===== src/rtl/vga_pkg.sv =====
// Shared raster timing definitions for the VGA path: default 640x480@60 timing,
// coordinate type and the delayed sync/blank bundle.
package vga_pkg;

    typedef logic [9:0] coord_t;

    localparam int COORD_RANGE = 1024;

    localparam int DEF_H_ACTIVE      = 640;
    localparam int DEF_H_FRONT       = 16;
    localparam int DEF_H_SYNC        = 96;
    localparam int DEF_H_BACK        = 48;
    localparam int DEF_V_ACTIVE      = 480;
    localparam int DEF_V_FRONT       = 10;
    localparam int DEF_V_SYNC        = 2;
    localparam int DEF_V_BACK        = 33;
    localparam int DEF_DISPLAY_DELAY = 2;

    typedef struct packed {
        logic video;
        logic hs;
        logic vs;
    } disp_t;

    localparam disp_t DISP_RESET = '{video: 1'b0, hs: 1'b1, vs: 1'b1};

    function automatic int h_total(input int active, input int front, input int sync, input int back);
        return active + front + sync + back;
    endfunction

    function automatic int v_total(input int active, input int front, input int sync, input int back);
        return active + front + sync + back;
    endfunction

    // True while v lies in [start, start+len).
    function automatic logic in_window(input coord_t v, input int start, input int len);
        return (int'(v) >= start) && (int'(v) < start + len);
    endfunction

endpackage


===== src/rtl/wrap_counter.sv =====
// Modulo-(MAX+1) counter: advances on inc_i, wraps MAX -> 0 and flags the wrap.
module wrap_counter
    import vga_pkg::*;
#(
    parameter int MAX = 799
) (
    input  logic   clk,
    input  logic   rst_n,
    input  logic   inc_i,
    input  logic   clear_i,
    output coord_t value_o,
    output logic   wrap_o
);

    coord_t value_q, value_d;

    assign wrap_o  = inc_i && (int'(value_q) == MAX);
    assign value_o = value_q;

    always_comb begin
        // NOTE: hold value assigned first so every path drives value_d and no latch is inferred.
        value_d = value_q;
        if (clear_i || wrap_o) begin
            value_d = '0;
        end else if (inc_i) begin
            value_d = value_q + coord_t'(1);
        end
    end

    // NOTE: state registers use non-blocking assignments so all flops sample pre-edge values.
    always_ff @(posedge clk or negedge rst_n) begin
        if (!rst_n) begin
            value_q <= '0;
        end else begin
            value_q <= value_d;
        end
    end

endmodule


===== src/rtl/vga_timing_gen.sv =====
// Raster timing source: halves CLK_50 into a pixel tick, scans the frame and
// delays sync/blank so they line up with screen RAM read data.
module vga_timing_gen
    import vga_pkg::*;
#(
    parameter int H_ACTIVE      = DEF_H_ACTIVE,
    parameter int H_FRONT       = DEF_H_FRONT,
    parameter int H_SYNC        = DEF_H_SYNC,
    parameter int H_BACK        = DEF_H_BACK,
    parameter int V_ACTIVE      = DEF_V_ACTIVE,
    parameter int V_FRONT       = DEF_V_FRONT,
    parameter int V_SYNC        = DEF_V_SYNC,
    parameter int V_BACK        = DEF_V_BACK,
    parameter int DISPLAY_DELAY = DEF_DISPLAY_DELAY
) (
    input  logic   CLK_50,
    input  logic   rst_n,
    output coord_t pixel_x,
    output coord_t pixel_y,
    output logic   pix_en,
    output logic   fetch_on,
    output logic   video_on,
    output logic   h_sync,
    output logic   v_sync,
    output logic   frame_start
);

    localparam int H_TOTAL = h_total(H_ACTIVE, H_FRONT, H_SYNC, H_BACK);
    localparam int V_TOTAL = v_total(V_ACTIVE, V_FRONT, V_SYNC, V_BACK);

    if (H_TOTAL > COORD_RANGE || V_TOTAL > COORD_RANGE) begin : g_bad_total
        $error("vga_timing_gen: H_TOTAL/V_TOTAL exceed 10-bit counter range");
    end
    if (DISPLAY_DELAY < 0 || DISPLAY_DELAY > 7) begin : g_bad_delay
        $error("vga_timing_gen: DISPLAY_DELAY must be 0..7");
    end

    logic   toggle_q, pix_en_q, run_q, frame_start_q;
    logic   x_wrap, y_wrap;
    disp_t  raw, disp;

    // run_q keeps fetch_on low while the block sits in reset at (0,0).
    always_ff @(posedge CLK_50 or negedge rst_n) begin
        if (!rst_n) begin
            toggle_q      <= 1'b0;
            pix_en_q      <= 1'b0;
            run_q         <= 1'b0;
            frame_start_q <= 1'b0;
        end else begin
            toggle_q      <= ~toggle_q;
            pix_en_q      <= toggle_q;
            run_q         <= 1'b1;
            frame_start_q <= x_wrap & y_wrap;
        end
    end

    wrap_counter #(.MAX(H_TOTAL - 1)) u_x_cnt (
        .clk     (CLK_50),
        .rst_n   (rst_n),
        .inc_i   (pix_en_q),
        .clear_i (1'b0),
        .value_o (pixel_x),
        .wrap_o  (x_wrap)
    );

    wrap_counter #(.MAX(V_TOTAL - 1)) u_y_cnt (
        .clk     (CLK_50),
        .rst_n   (rst_n),
        .inc_i   (x_wrap),
        .clear_i (1'b0),
        .value_o (pixel_y),
        .wrap_o  (y_wrap)
    );

    always_comb begin
        raw       = DISP_RESET;
        raw.video = run_q && (int'(pixel_x) < H_ACTIVE) && (int'(pixel_y) < V_ACTIVE);
        raw.hs    = ~in_window(pixel_x, H_ACTIVE + H_FRONT, H_SYNC);
        raw.vs    = ~in_window(pixel_y, V_ACTIVE + V_FRONT, V_SYNC);
    end

    if (DISPLAY_DELAY == 0) begin : g_no_delay
        assign disp = raw;
    end else begin : g_delay
        disp_t dly_q [DISPLAY_DELAY];

        // NOTE: the delay stages drive outputs directly, so each is reset to the idle sync/blank value.
        always_ff @(posedge CLK_50 or negedge rst_n) begin
            if (!rst_n) begin
                for (int i = 0; i < DISPLAY_DELAY; i++) dly_q[i] <= DISP_RESET;
            end else if (pix_en_q) begin
                dly_q[0] <= raw;
                for (int i = 1; i < DISPLAY_DELAY; i++) dly_q[i] <= dly_q[i-1];
            end
        end

        assign disp = dly_q[DISPLAY_DELAY-1];
    end

    assign pix_en      = pix_en_q;
    assign fetch_on    = raw.video;
    assign video_on    = disp.video;
    assign h_sync      = disp.hs;
    assign v_sync      = disp.vs;
    assign frame_start = frame_start_q;

endmodule


===== config.mk =====
export PLATFORM = sky130hd
export DESIGN_NAME = vga_timing_gen
export DESIGN_NICKNAME = d
export VERILOG_FILES = /design/src/rtl/vga_pkg.sv /design/src/rtl/wrap_counter.sv /design/src/rtl/vga_timing_gen.sv
export SDC_FILE = /design/constraint.sdc
export NUM_CORES = 1
export LEC_CHECK = 0
export ABC_AREA = 1
export BUFFER_PORTS_ARGS = -buffer_cell sky130_fd_sc_hd__buf_2
export CORE_MARGIN = 10
export CORE_UTILIZATION = 55
export DETAILED_ROUTE_END_ITERATION = 16
export PLACE_DENSITY_LB_ADDON = 0.15
export SYNTH_ARGS = -nofsm -noshare
export SYNTH_HDL_FRONTEND = slang
export SYNTH_SLANG_ARGS = --single-unit

===== constraint.sdc =====
create_clock -name CLK_50 -period 1.8 [get_ports CLK_50]
set_input_delay 0.36 -clock CLK_50 [delete_from_list [all_inputs] [get_ports CLK_50]]
set_output_delay 0.36 -clock CLK_50 [all_outputs]
set_load 0.01 [all_outputs]

==> metrics, run 1 <==
outcome finished, final reports clean; post-DR vias/cell 5.08; worst IR drop on VDD 0.541 mV; compound-cell area share of the yosys netlist 5.74%; Cells after DPL 274; vias in the first global route 1399; total leakage power 1.06 nW; synthesis-to-finish area growth 16.7%; sequential area share after synthesis 47.5%; 1st-pass router iterations 4; Slew Limit Fails 0; final worst path period share 94.5%; post-synthesis mux area share 0%; total negative setup slack 0 ns; TritonCTS clock tree built; placement row count 19; Synth Warn # 0; Placer Congestion 0.824; net count after synthesis 223; crit-path most repeated cell inv_1; main combinational cell family by area after synthesis simple AND/OR/NAND/NOR gates; first-pass GRT wire length 6110 um; crit path launch type flop; largest net degree at the start of global routing 31; Fin Clk Skew 0.00595 ns; mean post-synth cell area 7.33 um2; via count 1447; Avg WL per Cell 12.5 um; Unique masters post-synth 23; worst path buffer plus inverter count 3; RSZ-0062 raised after global routing no; Initial Utilization 57.7%; Chip Width 73.8 um; Worst Max-Slew Pin Slew 0.660 ns; Fillers 245; initial antenna violation count 0; H-tree depth 2; final setup fails 0; # DRC 0; Critical Path Fanout Max 4; worst skew pair latency 0.33 ns; XOR/XNOR share of the synthesized area 1.10%; Worst Path Required 1.44 ns; Worst Path Arrival 1.34 ns; slowest stage delay, CP 0.42 ns; Hold Violations, Final 0; fraction of layout cells with a size suffix above 1 20.5%; Die Span Y 73.8 um; CTS Sinks 30; DP HPWL 2640 um; clk slew on worst S/H paths 0.10 ns; Nets 259; Yosys reg bits 30; CP max-delay cell dfrtp_1; total gr overflow 0; cell area after synthesis 0.00159 mm2; Syn Inst Count 217; Simple-Gate Fraction of Synth Area 32.9%; Final min period 1.70 ns; Post-Synth Adder-Cell Area 3.14%; DIE AREA 0.00544 mm2; PortBufs 27; Worst setup EP type primary output; n_diodes 0; CP Class flop to primary output; Max Fclk 0.588 GHz; Total GRT Usage 14.0%; Rel. slew slack 56.0%; clk buf depth 2; Power Density 605 mW/mm2; HP Class input pin to async pin; Final Non-Filler Cells 285; worst-path cell chain nand2_1, inv_1, nor2_1, nand3b_1, inv_1, buf_2; Max Cap Viol 0; Root Driver clkbuf_4; Finished Core Util 67.4%; 1st-iter DRT viols 114; CTS Buf Count 5; WL final 3570 um; core area 0.00276 mm2; post-detailed-route count of antenna-violating nets 0; I/O pin total 28; CP top delay family flip-flops
## synthesized netlist by cell type
library cell	count	share of area, %
nand4_1	4	1.6
inv_1	36	8.5
nand3_1	18	5.7
nand4_2	1	0.79
a31oi_1	3	1.2
buf_4	1	0.47
a21oi_1	6	1.9
inv_2	1	0.24
conb_1	1	0.24
ha_1	4	3.1
nand2_2	1	0.39
nor3_1	4	1.3
nand2_1	62	15
o21ai_1	3	0.94
xor2_1	2	1.1
o21ai_0	4	1.3
dfrtp_1	26	41
clkbuf_1	1	0.24
dfstp_2	4	6.6
nor2_1	31	7.3
nand3b_1	1	0.47
o21a_1	1	0.47
nor2_2	2	0.79
## kinds of logic after synthesis
group	count (synthesis)
other	1
and+or+nand+nor	124
adders and majority gates	4
buffers and inverters	39
AOI/OAI and AO/OA	17
DFF	30
xor gates and xnor gates	2
## per-stage QoR
step           worst slack (ns)  hold slack (ns)  power, mW  cell area [um2]
6_report                 0.0997           0.0498       1.12             1860
2_1_floorplan             0.431           0.0644      0.697             1590
4_1_cts                  0.0588           0.0667       1.14             1830
5_1_grt                 0.00148           0.0832       1.17             1860
3_5_place_dp              0.130            0.370      0.715             1760
3_3_place_gp              0.209            0.368      0.714             1760
## timing repair
action,in CTS,in global routing
hold endpoints to repair,0,0
setup buffers,1,2
gates resized for setup,1,5
endpoints found under the setup margin,1,3
hold buffers,0,0
## state kept, by name, summed over array words and instances (netlist names)
name	cells
u_x_cnt.value_o	10
u_y_cnt.value_o	10
g_delay.dly_q	3
frame_start	1
h_sync	1
pix_en	1
run_q	1
toggle_q	1
v_sync	1
video_on	1
## layer usage
metal	GRT usage, %	wire length [um]
met1	16.8	1630
met2	22.0	1600
met3	6.06	303
met4	4.76	48
met5	0	0
## layout by cell type (no fill, tap or decap)
master    synthesis  final
o21ai_1           3      3
nor2_4            0      1
dfstp_2           4      4
clkinv_2          0      1
ha_1              4      4
nor2_1           31     31
nand3b_1          1      1
inv_1            36     35
xor2_1            2      2
dfrtp_1          26     23
clkbuf_8          0      1
nand3_1          18     18
o21a_1            1      1
nor3_1            4      3
nand4_2           1      1
nor3_2            0      1
a31oi_1           3      3
buf_2             0     27
a21oi_1           6      6
nand2_1          62     62
buf_4             1      4
dfrtp_2           0      3
nand4_1           4      4
clkbuf_4          0      5
o21ai_0           4      4
conb_1            1      1
clkbuf_1          1      1
nand2_2           1      1
nor2_2            2      1
inv_2             1      2
## worst paths after layout
kind	startpoint	to	slack, ns	cells after the start
max in group asynchronous	rst_n	u_y_cnt.value_o[5]$_DFFE_PN0P_	1.28	1
max	u_x_cnt.value_o[8]$_DFFE_PN0P_	fetch_on	0.1	6
max reg2reg	u_x_cnt.value_o[0]$_DFFE_PN0P_	u_y_cnt.value_o[1]$_DFFE_PN0P_	0.25	7
min reg2reg	toggle_q$_DFF_PN0_	pix_en$_DFF_PN0_	0.41	0
min	rst_n	u_x_cnt.value_o[2]$_DFFE_PN0P_	0.05	1
min in group CLK_50	toggle_q$_DFF_PN0_	pix_en$_DFF_PN0_	0.41	0
## final cells by class
class	instances	area, um2	area share [%]
Multi-Input combinational cell	148	696	37.4
Timing Repair Buffer	31	165	8.89
Inverter	37	139	7.47
Sequential cell	30	759	40.9
Tap cell	31	38.8	2.09
Clock inverter	1	5.00	0.269
Clock buffer	7	55.1	2.96
## where the power goes
| part | total (mW) | internal (mW) | switching (mW) |
|---|---|---|---|
| Clock | 0.424 | 0.189 | 0.235 |
| Sequential | 0.679 | 0.677 | 0.00151 |
| Combinational | 0.0215 | 0.00423 | 0.0173 |
| Total | 1.12 | 0.871 | 0.253 |
(Power assumes the default switching activity.)
==> inputs of run 2 (changes only) <==
Settings changed: SYNTH_HIERARCHICAL set to 1.
==> metrics, run 2 <==
final worst path period share 93.8%; first-pass GRT wire length 6520 um; synth cell count leaders nand2_1 (64), nor2_1 (34), inv_1 (32), dfrtp_1 (26), nand3_1 (12); 1st-pass router iterations 5; Chip Width 75.5 um; largest area contributor in the netlist dfrtp_1; EDFF count, synth 0; n_diodes 0; Unique masters post-synth 27; hold buffer count at CTS 0; HP Class input pin to async pin; WL final 3760 um; total negative setup slack 0 ns; CP max-delay cell dfrtp_1; Worst R2R Setup Slack 0.19 ns; Hold WS 0.0442 ns; Root Driver clkbuf_4; Slew Limit Fails 0; Cells after DPL 296; total gr overflow 0; post-route cell area 0.00201 mm2; DIE AREA 0.00571 mm2; cell area after synthesis 0.00170 mm2; Final min period 1.69 ns; Nets 276; final setup fails 0; top cell type's share of synthesized area 38.3%; clk buf depth 2; total power 1.16 mW; H-tree depth 2; Max Fclk 0.592 GHz; TritonCTS clock tree built; CTS Buf Count 5; PortBufs 27; Worst Max-Slew Pin Slew 0.654 ns; Worst setup EP type primary output; sequential area share after synthesis 44.5%; pre-CTS WS 0.0910 ns; via count 1519; worst skew pair latency 0.33 ns; Avg WL per Cell 12.3 um; synthesis-to-finish area growth 18.6%; Finished Core Util 67.0%; vias in the first global route 1457; worst IR drop on VDD 0.346 mV; post-place instance area 0.00194 mm2; largest cells by area after synthesis dfrtp_1 (38%), nand2_1 (14%), nor2_1 (7.5%); crit path launch type flop; Fillers 267; Yosys reg bits 30; Worst Path Required 1.44 ns; mean post-synth cell area 7.57 um2; post-detailed-route count of antenna-violating nets 0; CTS Sinks 30; I/O pin total 28; slowest stage delay, CP 0.40 ns; Placer Congestion 0.844; 1st-iter DRT viols 91; Worst Path Arrival 1.33 ns; most common cell after layout, fill and taps aside nand2_1; setup ws final 0.111 ns; most frequent cell after synthesis nand2_1; Final Non-Filler Cells 305; Hold Violations, Final 0; commonest non-fill, non-tap cells in the layout nand2_1 (64), nor2_1 (34), inv_1 (31); Fin Clk Skew 0.00548 ns; largest net degree at the start of global routing 31; worst-path cell chain buf_4, o21ai_1, and2_1, buf_2; main flop type after synthesis dfrtp_1; fraction of layout cells with a size suffix above 1 26.1%; CP Class flop to primary output; Synth async-reset ratio 100%; Max Cap Viol 0; # DRC 0; Total GRT Usage 14.8%; Synth Warn # 6; DP HPWL 2790 um; initial antenna violation count 0; clk slew on worst S/H paths 0.09 ns; post-DR vias/cell 4.98; Die Span Y 75.5 um; Syn Inst Count 224; Critical Path Fanout Max 6; placement row count 20; Power Density 577 mW/mm2; core area 0.00300 mm2; RSZ-0062 raised after global routing no; Rel. slew slack 56.4%; total leakage power 1.05 nW; Initial Utilization 56.5%; outcome finished, final reports clean
-- run 2: changes by cell type after synthesis, moves of 3 or more --
cell,change
a21oi_1,-3
a31oi_1,-3
inv_1,-4
nand2_4,+3
nand3_1,-6
nand4_1,+7
nor2_1,+3
-- run 2: final timing paths --
kind | start | endpoint | cells past startpoint
worst max register to register | u_x_cnt/value_o[0]$_DFFE_PN0P_ | u_y_cnt/value_o[5]$_DFFE_PN0P_ | 10
max in group asynchronous | rst_n | u_y_cnt/value_o[5]$_DFFE_PN0P_ | 1
worst max-delay path | u_x_cnt/value_o[7]$_DFFE_PN0P_ | fetch_on | 4
min in group CLK_50 | toggle_q$_DFF_PN0_ | pix_en$_DFF_PN0_ | 0
worst min-delay path | rst_n | run_q$_DFF_PN0_ | 1
worst min register to register | toggle_q$_DFF_PN0_ | pix_en$_DFF_PN0_ | 0
-- run 2: critical path, delay by kind of cell (launching register included) --
family                 cells  cell delay [ns]
flip-flops                 1             0.40
AND/OR/NAND/NOR            1             0.14
AO/OA/AOI/OAI              1             0.17
buffers and inverters      2             0.29
-- run 2: logic make-up (layout without fill, tap and decap cells) --
kind of cell / Yosys count / count (layout) / synth area share [%]
AND/OR/NAND/NOR: 141 / 141 / 39.5
buffers and inverters: 35 / 78 / 8.41
flip-flops: 30 / 30 / 44.5
AO/OA/AOI/OAI: 10 / 10 / 3.32
adder cells (fa/ha/maj): 3 / 3 / 2.21
XOR/XNOR: 3 / 3 / 1.55
other: 2 / 7 / 0.443
-- run 2: cell type report --
| type | instances | area [um2] | share of cell area (%) |
|---|---|---|---|
| repair buffers | 37 | 210 | 10.4 |
| clock buffers | 7 | 55.1 | 2.74 |
| inverters | 33 | 124 | 6.16 |
| flip-flops and latches | 30 | 759 | 37.7 |
| clock inverters | 1 | 5.00 | 0.249 |
| multi-input cells | 164 | 817 | 40.6 |
| well taps | 33 | 41.3 | 2.05 |
-- run 2: metal layers --
layer  GRT usage, %  up-vias  routed length (um)
met5              0        -                   0
met4           6.80        0                  75
met3           3.78        7                 203
met2           22.1       34                1610
met1           19.5      696                1870
li1               -      782                   -
-- run 2: what timing repair did --
| item | CTS | global route |
|---|---|---|
| buffers inserted | 0 | 1 |
| endpoints found under the setup margin | 0 | 11 |
| gates resized for setup | 0 | 5 |
-- run 2: where the power goes --
group          switching [mW]  internal [mW]  leakage, nW  total [mW]
Combinational          0.0381         0.0160        0.628      0.0541
Clock                   0.235          0.189       0.0353       0.424
Sequential            0.00300          0.680        0.387       0.683
